--- src/rtl/imem_program_encoder.sv ---
// imem_program_encoder
//   Boot-time loader that sits in front of the single-cycle CPU's instruction
//   memory. Symbolic instruction requests (R-type, lw, sw, j) arrive over a
//   valid/ready handshake. Each one is encoded into a 32-bit MIPS word and
//   written to consecutive instruction-memory addresses. The CPU is held out
//   of run until the session is finished.
//
// Ports
//   clk, reset            rising-edge clock, asynchronous active-high reset
//   start, finish         one-cycle pulses opening / closing a load session
//   in_valid, in_ready    request handshake (accept = in_valid && in_ready)
//   kind                  00 R-type, 01 lw, 10 sw, 11 j
//   rs, rt, rd, funct,
//   imm, target           instruction fields (unused fields ignored per kind)
//   imem_we, imem_addr,
//   imem_wdata            instruction-memory write port, one cycle after accept
//   word_count            words written in the current session
//   cpu_run               1 lets the CPU execute, 0 holds it in reset
//   overflow              sticky: a request was offered while the memory was full
module imem_program_encoder #(
  parameter int ADDR_W = 6,
  parameter int DEPTH  = 64
) (
  input  logic              clk,
  input  logic              reset,
  input  logic              start,
  input  logic              finish,
  input  logic              in_valid,
  output logic              in_ready,
  input  logic [1:0]        kind,
  input  logic [4:0]        rs,
  input  logic [4:0]        rt,
  input  logic [4:0]        rd,
  input  logic [5:0]        funct,
  input  logic [15:0]       imm,
  input  logic [25:0]       target,
  output logic              imem_we,
  output logic [ADDR_W-1:0] imem_addr,
  output logic [31:0]       imem_wdata,
  output logic [ADDR_W:0]   word_count,
  output logic              cpu_run,
  output logic              overflow
);

  typedef enum logic [1:0] {
    IDLE = 2'd0,
    LOAD = 2'd1,
    DONE = 2'd2
  } loaderStateT;

  localparam logic [ADDR_W:0] DepthCount = (ADDR_W+1)'(DEPTH);

  loaderStateT       state;
  logic              accept;
  logic [ADDR_W:0]   countAfter;
  logic [31:0]       encWord;

  // Encode one symbolic request into its 32-bit MIPS instruction word.
  function automatic logic [31:0] encodeInstr(
    input logic [1:0]  k,
    input logic [4:0]  fRs,
    input logic [4:0]  fRt,
    input logic [4:0]  fRd,
    input logic [5:0]  fFunct,
    input logic [15:0] fImm,
    input logic [25:0] fTarget
  );
    logic [31:0] word;
    case (k)
      2'b00:   word = {6'b000000, fRs, fRt, fRd, 5'b00000, fFunct};
      2'b01:   word = {6'b100011, fRs, fRt, fImm};
      2'b10:   word = {6'b101011, fRs, fRt, fImm};
      2'b11:   word = {6'b000010, fTarget};
      default: word = 32'h0000_0000;
    endcase
    return word;
  endfunction

  // Handshake decode, post-accept count and the encoded word for this cycle.
  always_comb begin
    accept     = in_valid && in_ready;
    countAfter = word_count + {{ADDR_W{1'b0}}, accept};
    encWord    = encodeInstr(kind, rs, rt, rd, funct, imm, target);
  end

  // Loader FSM with all outputs registered.
  always_ff @(posedge clk or posedge reset) begin
    if (reset) begin
      state      <= IDLE;
      in_ready   <= 1'b0;
      imem_we    <= 1'b0;
      imem_addr  <= {ADDR_W{1'b0}};
      imem_wdata <= 32'h0000_0000;
      word_count <= {(ADDR_W+1){1'b0}};
      cpu_run    <= 1'b0;
      overflow   <= 1'b0;
    end else begin
      // Write port: exactly one strobe per accept, address is the pre-increment
      // count. Since accepts only happen while count < DEPTH the address never
      // exceeds DEPTH-1.
      imem_we <= accept;
      if (accept) begin
        imem_addr  <= word_count[ADDR_W-1:0];
        imem_wdata <= encWord;
      end
      word_count <= countAfter;

      case (state)
        IDLE: begin
          if (start) begin
            state      <= LOAD;
            word_count <= {(ADDR_W+1){1'b0}};
            overflow   <= 1'b0;
            cpu_run    <= 1'b0;
            in_ready   <= ({(ADDR_W+1){1'b0}} < DepthCount);
          end else begin
            in_ready   <= 1'b0;
          end
        end
        LOAD: begin
          // in_ready is low exactly when full, so any offer now is dropped.
          if (in_valid && (word_count == DepthCount)) begin
            overflow <= 1'b1;
          end
          if (finish) begin
            state    <= DONE;
            in_ready <= 1'b0;
          end else begin
            in_ready <= (countAfter < DepthCount);
          end
        end
        DONE: begin
          // cpu_run rises one edge after entering DONE, which is after the
          // write for an accept that coincided with finish has completed.
          if (start) begin
            state      <= LOAD;
            word_count <= {(ADDR_W+1){1'b0}};
            overflow   <= 1'b0;
            cpu_run    <= 1'b0;
            in_ready   <= ({(ADDR_W+1){1'b0}} < DepthCount);
          end else begin
            cpu_run    <= 1'b1;
            in_ready   <= 1'b0;
          end
        end
        default: begin
          state    <= IDLE;
          in_ready <= 1'b0;
          cpu_run  <= 1'b0;
        end
      endcase
    end
  end

endmodule
--- config.mk ---
export PLATFORM = sky130hd
export DESIGN_NAME = imem_program_encoder
export DESIGN_NICKNAME = d
export VERILOG_FILES = /design/src/rtl/imem_program_encoder.sv
export SDC_FILE = /design/constraint.sdc
export NUM_CORES = 1
export LEC_CHECK = 0
export CAP_MARGIN = 20
export CORE_MARGIN = 4
export CORE_UTILIZATION = 36
export CTS_CLUSTER_SIZE = 16
export DETAILED_ROUTE_END_ITERATION = 6
export PLACE_DENSITY = 0.78
export SLEW_MARGIN = 20
export SYNTH_ARGS = -nofsm -noshare
export SYNTH_HDL_FRONTEND = slang
export SYNTH_SLANG_ARGS = --single-unit
--- constraint.sdc ---
create_clock -name clk -period 2.4 [get_ports clk]
set_clock_uncertainty 0.1 [all_clocks]
set_input_delay 0.24 -clock clk [delete_from_list [all_inputs] [get_ports clk]]
set_output_delay 0.24 -clock clk [all_outputs]
set_load 0.01 [all_outputs]
==> results of run 1 <==
-- cells in the mapped netlist, types with 2 or more instances --
cell type  instances  area, um^2
a21oi_1            3        15.0
a221oi_1          10        87.6
a221oi_2          10         150
a22o_1            11        96.3
and2_1             2        12.5
buf_1              3        11.3
buf_2              6        30.0
buf_4              3        22.5
buf_6              3        33.8
dfrtp_1           48        1200
ha_1               7        87.6
inv_1              4        15.0
nand2_1           30         113
nand2b_1           5        31.3
nor2_1            33         124
nor2b_1            3        18.8
o21ai_0            2        10.0
o2bb2ai_1          9        78.8
or3_1              2        12.5
xor2_1             2        17.5
-- flip-flops by register name, summed over array words and instances (netlist names) --
register and flops:
overflow 1, imem_addr 6, imem_wdata 29, word_count 7, in_ready 1, imem_we 1, cpu_run 1, state 2
-- per-stage QoR --
step	power, W	utilization [%]	hold slack [ps]
floorplan	0.00159	-	229
global placement	0.00220	58.5	361
detailed placement	0.00223	58.5	363
CTS	0.00280	60.2	207
global route	0.00294	60.2	227
finish	0.00277	60.2	197
-- metal layers --
metal | vias to the layer above | part of all wire, % | track usage [%]
met5 | - | 0 | 0
met4 | 0 | 0.42 | 2.51
met3 | 4 | 8.6 | 4.70
met2 | 75 | 48 | 28.8
met1 | 983 | 43 | 21.6
li1 | 987 | - | -
-- cell type report --
class                      count  share of cell area, %
clock buffer                   6                   1.99
multi-input combinational    146                   27.1
timing repair buffer         123                   33.9
sequential                    48                   32.9
clock inverter                 2                  0.960
tap                           75                   2.57
inverter                       5                  0.514
-- logic make-up (layout without fill, tap and decap cells) --
group | Yosys count | in the layout | share of synthesized area, %
other cells | 1 | 2 | 0.163
xor+xnor | 3 | 3 | 1.14
fa+ha+maj | 7 | 7 | 3.80
simple gates | 84 | 84 | 16.8
buf+inv | 21 | 136 | 5.21
compound gates | 50 | 50 | 20.7
flops | 48 | 48 | 52.1
-- critical path: stages --
cell,delay (ps)
clkdlybuf4s50_1,490
nand2_2,70
inv_2,60
ha_1,160
ha_1,190
nand3_2,110
or4_1,500
and3_1,200
-- path summary, 6_finish.rpt --
check                        startpoint        endpoint  slack, ps  depth (start not counted)
min reg2reg                imem_addr[2]    imem_addr[2]        390                          2
max in group asynchronous         reset  imem_wdata[19]       1500                          3
max reg2reg                    in_ready        in_ready        530                          7
max                            in_valid        in_ready        460                          8
min in group clk           imem_addr[2]    imem_addr[2]        390                          2
min                               reset   imem_wdata[5]        200                          2
-- report_power, final --
| group | switching, W | internal (W) | leakage, nW | total (W) |
|---|---|---|---|---|
| logic | 0.000439 | 0.000617 | 0.915 | 0.00106 |
| clock network | 0.000259 | 0.000310 | 0.0552 | 0.000569 |
| registers | 0.000125 | 0.00102 | 0.599 | 0.00114 |
| total | 0.000824 | 0.00194 | 1.57 | 0.00277 |
==> reports/summary.txt, run 1 <==
Worst-path clk slew -> 90 ps
Fill cells -> 514
cell area after placement -> 0.00354 mm^2
WP data required -> 2490 ps
die area -> 0.00774 mm^2
worst hold path type -> in -> async
antenna-violating nets left -> 0
DRC -> 0
pwr dens -> 758 mW/mm^2
status -> completed
grt ovf -> 0
achievable clock frequency -> 516 MHz
Die Ht -> 88.0 um
Clock Tree Root -> clkbuf_8
DRT iter0 DRCs -> 49
core footprint -> 0.00606 mm^2
Placed Cells -> 397
Die Width -> 88.0 um
most frequent cells in the layout -> clkdlybuf4s50_1, dfrtp_1, nor2_1, nand2_1, a22o_1
Static Leakage -> 1.57 nW
Setup TNS -> 0 ps
storage element area -> 0.00120 mm^2
maximum vdd drop -> 0.455 mV
WL final -> 6.49 mm
cell count after synthesis -> 214
Post-synth EDFFs -> 0
Pre-antenna DRT Iters -> 4
Max clock buf depth -> 2
RSZ-0062 raised after global routing -> no
antenna cells -> 0
number of top-level pins -> 119
setup repair bufs after CTS -> 0
final hold violation count -> 0
cts repair resizes -> 0
final max-slew violation count -> 0
mean number of vias per cell -> 5.06
hold_buf cts -> 0
WL per Instance -> 16.0 um
crit path max fanout -> 3
flops & latches, synth -> 48
most common cell after layout, fill and taps aside -> clkdlybuf4s50_1
first-pass GRT wire length -> 10.2 mm
Worst EP arrival -> 2030 ps
I/O Buffers -> 116
CP endpoint kind -> flip-flop
pre-CTS setup slack -> 152 ps
worst setup margin -> 461 ps
net count reported at finish -> 406
clock sink count -> 48
Tmin final -> 1940 ps
register area share after synthesis -> 52.1%
CP startpoint kind -> input pin
initial core utilization -> 38.0%
share of cells above drive strength 1 -> 9.09%
total CTS buffers -> 5
cell area after synthesis -> 0.00230 mm^2
initial antenna violation count -> 0
asr flop ratio synth -> 100%
TritonCTS clock tree -> built
number of max-cap violations -> 0
Post-Layout Cell Count -> 405
GR Util All Layers -> 16.8%
later-pin clock latency in the skew report -> 290 ps
dominant synthesized flop cell -> dfrtp_1
area of the multi-input gates -> 991 um^2
total number of vias -> 2049
# rows -> 28
Unique masters post-synth -> 38
Final period util -> 80.8%
Setup Viol. Count Final -> 0
YS warnings -> 0
classification of the worst setup path -> in -> reg
GPL Wtd Cong -> 0.808
vias in the first global route -> 2099
H-tree depth -> 2
syn_area_per_cell -> 10.8 um^2
detailed placement HPWL -> 4.91 mm
P&R area growth vs syn -> 58.5%
fin area -> 0.00365 mm^2
largest net degree at the start of global routing -> 40
(Power assumes the default switching activity.)
==> run 2: changes to the inputs <==
--- a/config.mk
+++ b/config.mk
@@ -7,10 +7,10 @@
 export LEC_CHECK = 0
 export CAP_MARGIN = 20
 export CORE_MARGIN = 4
-export CORE_UTILIZATION = 36
+export CORE_UTILIZATION = 40
 export CTS_CLUSTER_SIZE = 16
 export DETAILED_ROUTE_END_ITERATION = 6
-export PLACE_DENSITY = 0.78
+export PLACE_DENSITY = 0.82
 export SLEW_MARGIN = 20
 export SYNTH_ARGS = -nofsm -noshare
 export SYNTH_HDL_FRONTEND = slang
==> constraint.sdc (replaced) <==
create_clock -name clk -period 1.9 [get_ports clk]
set_clock_uncertainty 0.1 [all_clocks]
set_input_delay 0.19 -clock clk [delete_from_list [all_inputs] [get_ports clk]]
set_output_delay 0.19 -clock clk [all_outputs]
set_load 0.01 [all_outputs]
==> reports/summary.txt, run 2 (synthesized netlist as in run 1, its figures left out) <==
fin area -> 0.00375 mm^2
max FFs per register -> 29
setup repair bufs after CTS -> 0
CP endpoint kind -> flip-flop
final core occ -> 67.7%
worst setup margin -> 139 ps
DRT iter0 DRCs -> 73
Max clock buf depth -> 2
final hold violation count -> 0
achievable clock frequency -> 568 MHz
mean number of vias per cell -> 5.07
cts repair resizes -> 0
RSZ-0062 raised after global routing -> no
Final period util -> 92.7%
WP data required -> 1980 ps
TritonCTS clock tree -> built
first-pass GRT wire length -> 11.1 mm
CP startpoint -> kind[0]
detailed placement HPWL -> 5.04 mm
clock sink count -> 48
H-tree depth -> 2
r2r setup slk -> 240 ps
Die Ht -> 83.9 um
most frequent cells in the layout -> clkdlybuf4s50_1, dfrtp_1, nor2_1, nand2_1, buf_4
crit path max fanout -> 10
number of top-level pins -> 119
WL final -> 6.59 mm
cell area after placement -> 0.00365 mm^2
FF-to-FF path depth -> 7
GR Util All Layers -> 19.5%
total CTS buffers -> 5
WL per Instance -> 16.0 um
Largest Register -> imem_wdata
DRC -> 0
Worst Hold Slack -> 125 ps
Die Width -> 83.9 um
antenna-violating nets left -> 0
Setup Viol. Count Final -> 0
classification of the worst setup path -> in -> reg
pre-CTS setup slack -> -168 ps
share of cells above drive strength 1 -> 12.4%
die area -> 0.00704 mm^2
largest net degree at the start of global routing -> 30
hold_buf cts -> 0
I/O Buffers -> 116
vias in the first global route -> 2225
worst hold path type -> in -> async
most common cell after layout, fill and taps aside -> clkdlybuf4s50_1
Tmin final -> 1760 ps
Static Leakage -> 1.61 nW
Clock Tree Root -> clkbuf_8
P&R area growth vs syn -> 62.8%
# rows -> 27
antenna cells -> 0
initial antenna violation count -> 0
worst r2r src -> in_ready
top flop regs -> imem_wdata: 29 flops, word_count: 7 flops, imem_addr: 6 flops
grt ovf -> 0
GPL Wtd Cong -> 0.765
Fill cells -> 429
Worst-path clk slew -> 80 ps
initial core utilization -> 41.6%
later-pin clock latency in the skew report -> 290 ps
maximum vdd drop -> 0.591 mV
Worst EP arrival -> 1840 ps
Pre-antenna DRT Iters -> 4
R2R Path End -> in_ready
status -> completed
core footprint -> 0.00554 mm^2
total number of vias -> 2084
net count reported at finish -> 416
final max-slew violation count -> 0
CP startpoint kind -> input pin
number of max-cap violations -> 0
pwr dens -> 926 mW/mm^2
Critical Path Sink -> imem_wdata[22]
run 2: cell count changes in the layout (fill, tap and decap cells not counted), moves of 2 or more:
cell,previous run,this run
ha_4,0,2
buf_4,5,14
ha_1,7,5
clkbuf_8,5,7
run 2: report_power, final:
part | switching, W | leakage [nW] | total [W] | internal [W]
sequential | 0.000169 | 0.599 | 0.00145 | 0.00128
clock | 0.000322 | 0.0503 | 0.000647 | 0.000325
combinational | 0.000564 | 0.962 | 0.00137 | 0.000809
run 2: worst max-delay path: stages:
cell and delay [ps]:
clkdlybuf4s50_1 490, inv_1 80, ha_1 200, or3_1 380, buf_4 200, a221oi_2 240
nor2_1 60
run 2: how the worst min path moves through the flow:
stage	startpoint	to	slack, ps	cells after the start
finish	reset	imem_wdata[25]	130	2
global route	reset	imem_wdata[25]	160	2
CTS	reset	imem_wdata[25]	130	2
detailed placement	imem_wdata[29]	imem_wdata[29]	360	2
global placement	imem_addr[4]	imem_addr[4]	360	2
floorplan	start	state[1]	180	1
run 2: area by class of cell:
| type | instances | area (um^2) | share of cell area, % |
|---|---|---|---|
| tap | 72 | 90.1 | 2.40 |
| inverter | 5 | 21.3 | 0.567 |
| clock buffer | 7 | 96.3 | 2.57 |
| sequential | 48 | 1200 | 32.0 |
| timing repair buffer | 133 | 1330 | 35.4 |
| multi-input combinational | 146 | 1020 | 27.1 |
run 2: layer usage:
layer,wire length (um),vias to the layer above,track usage [%]
met2,3300,76,33.5
met5,0,-,0
met1,2770,993,23.3
li1,-,1009,-
met4,87,0,6.58
met3,434,6,5.53
run 2: through the flow:
stage	power (W)	instances	TNS [ps]
after floorplan	0.00203	215	0
after global placement	0.00282	404	-1530
after detailed placement	0.00287	404	-3050
after CTS	0.00353	411	0
after global routing	0.00370	411	0
final	0.00347	411	0
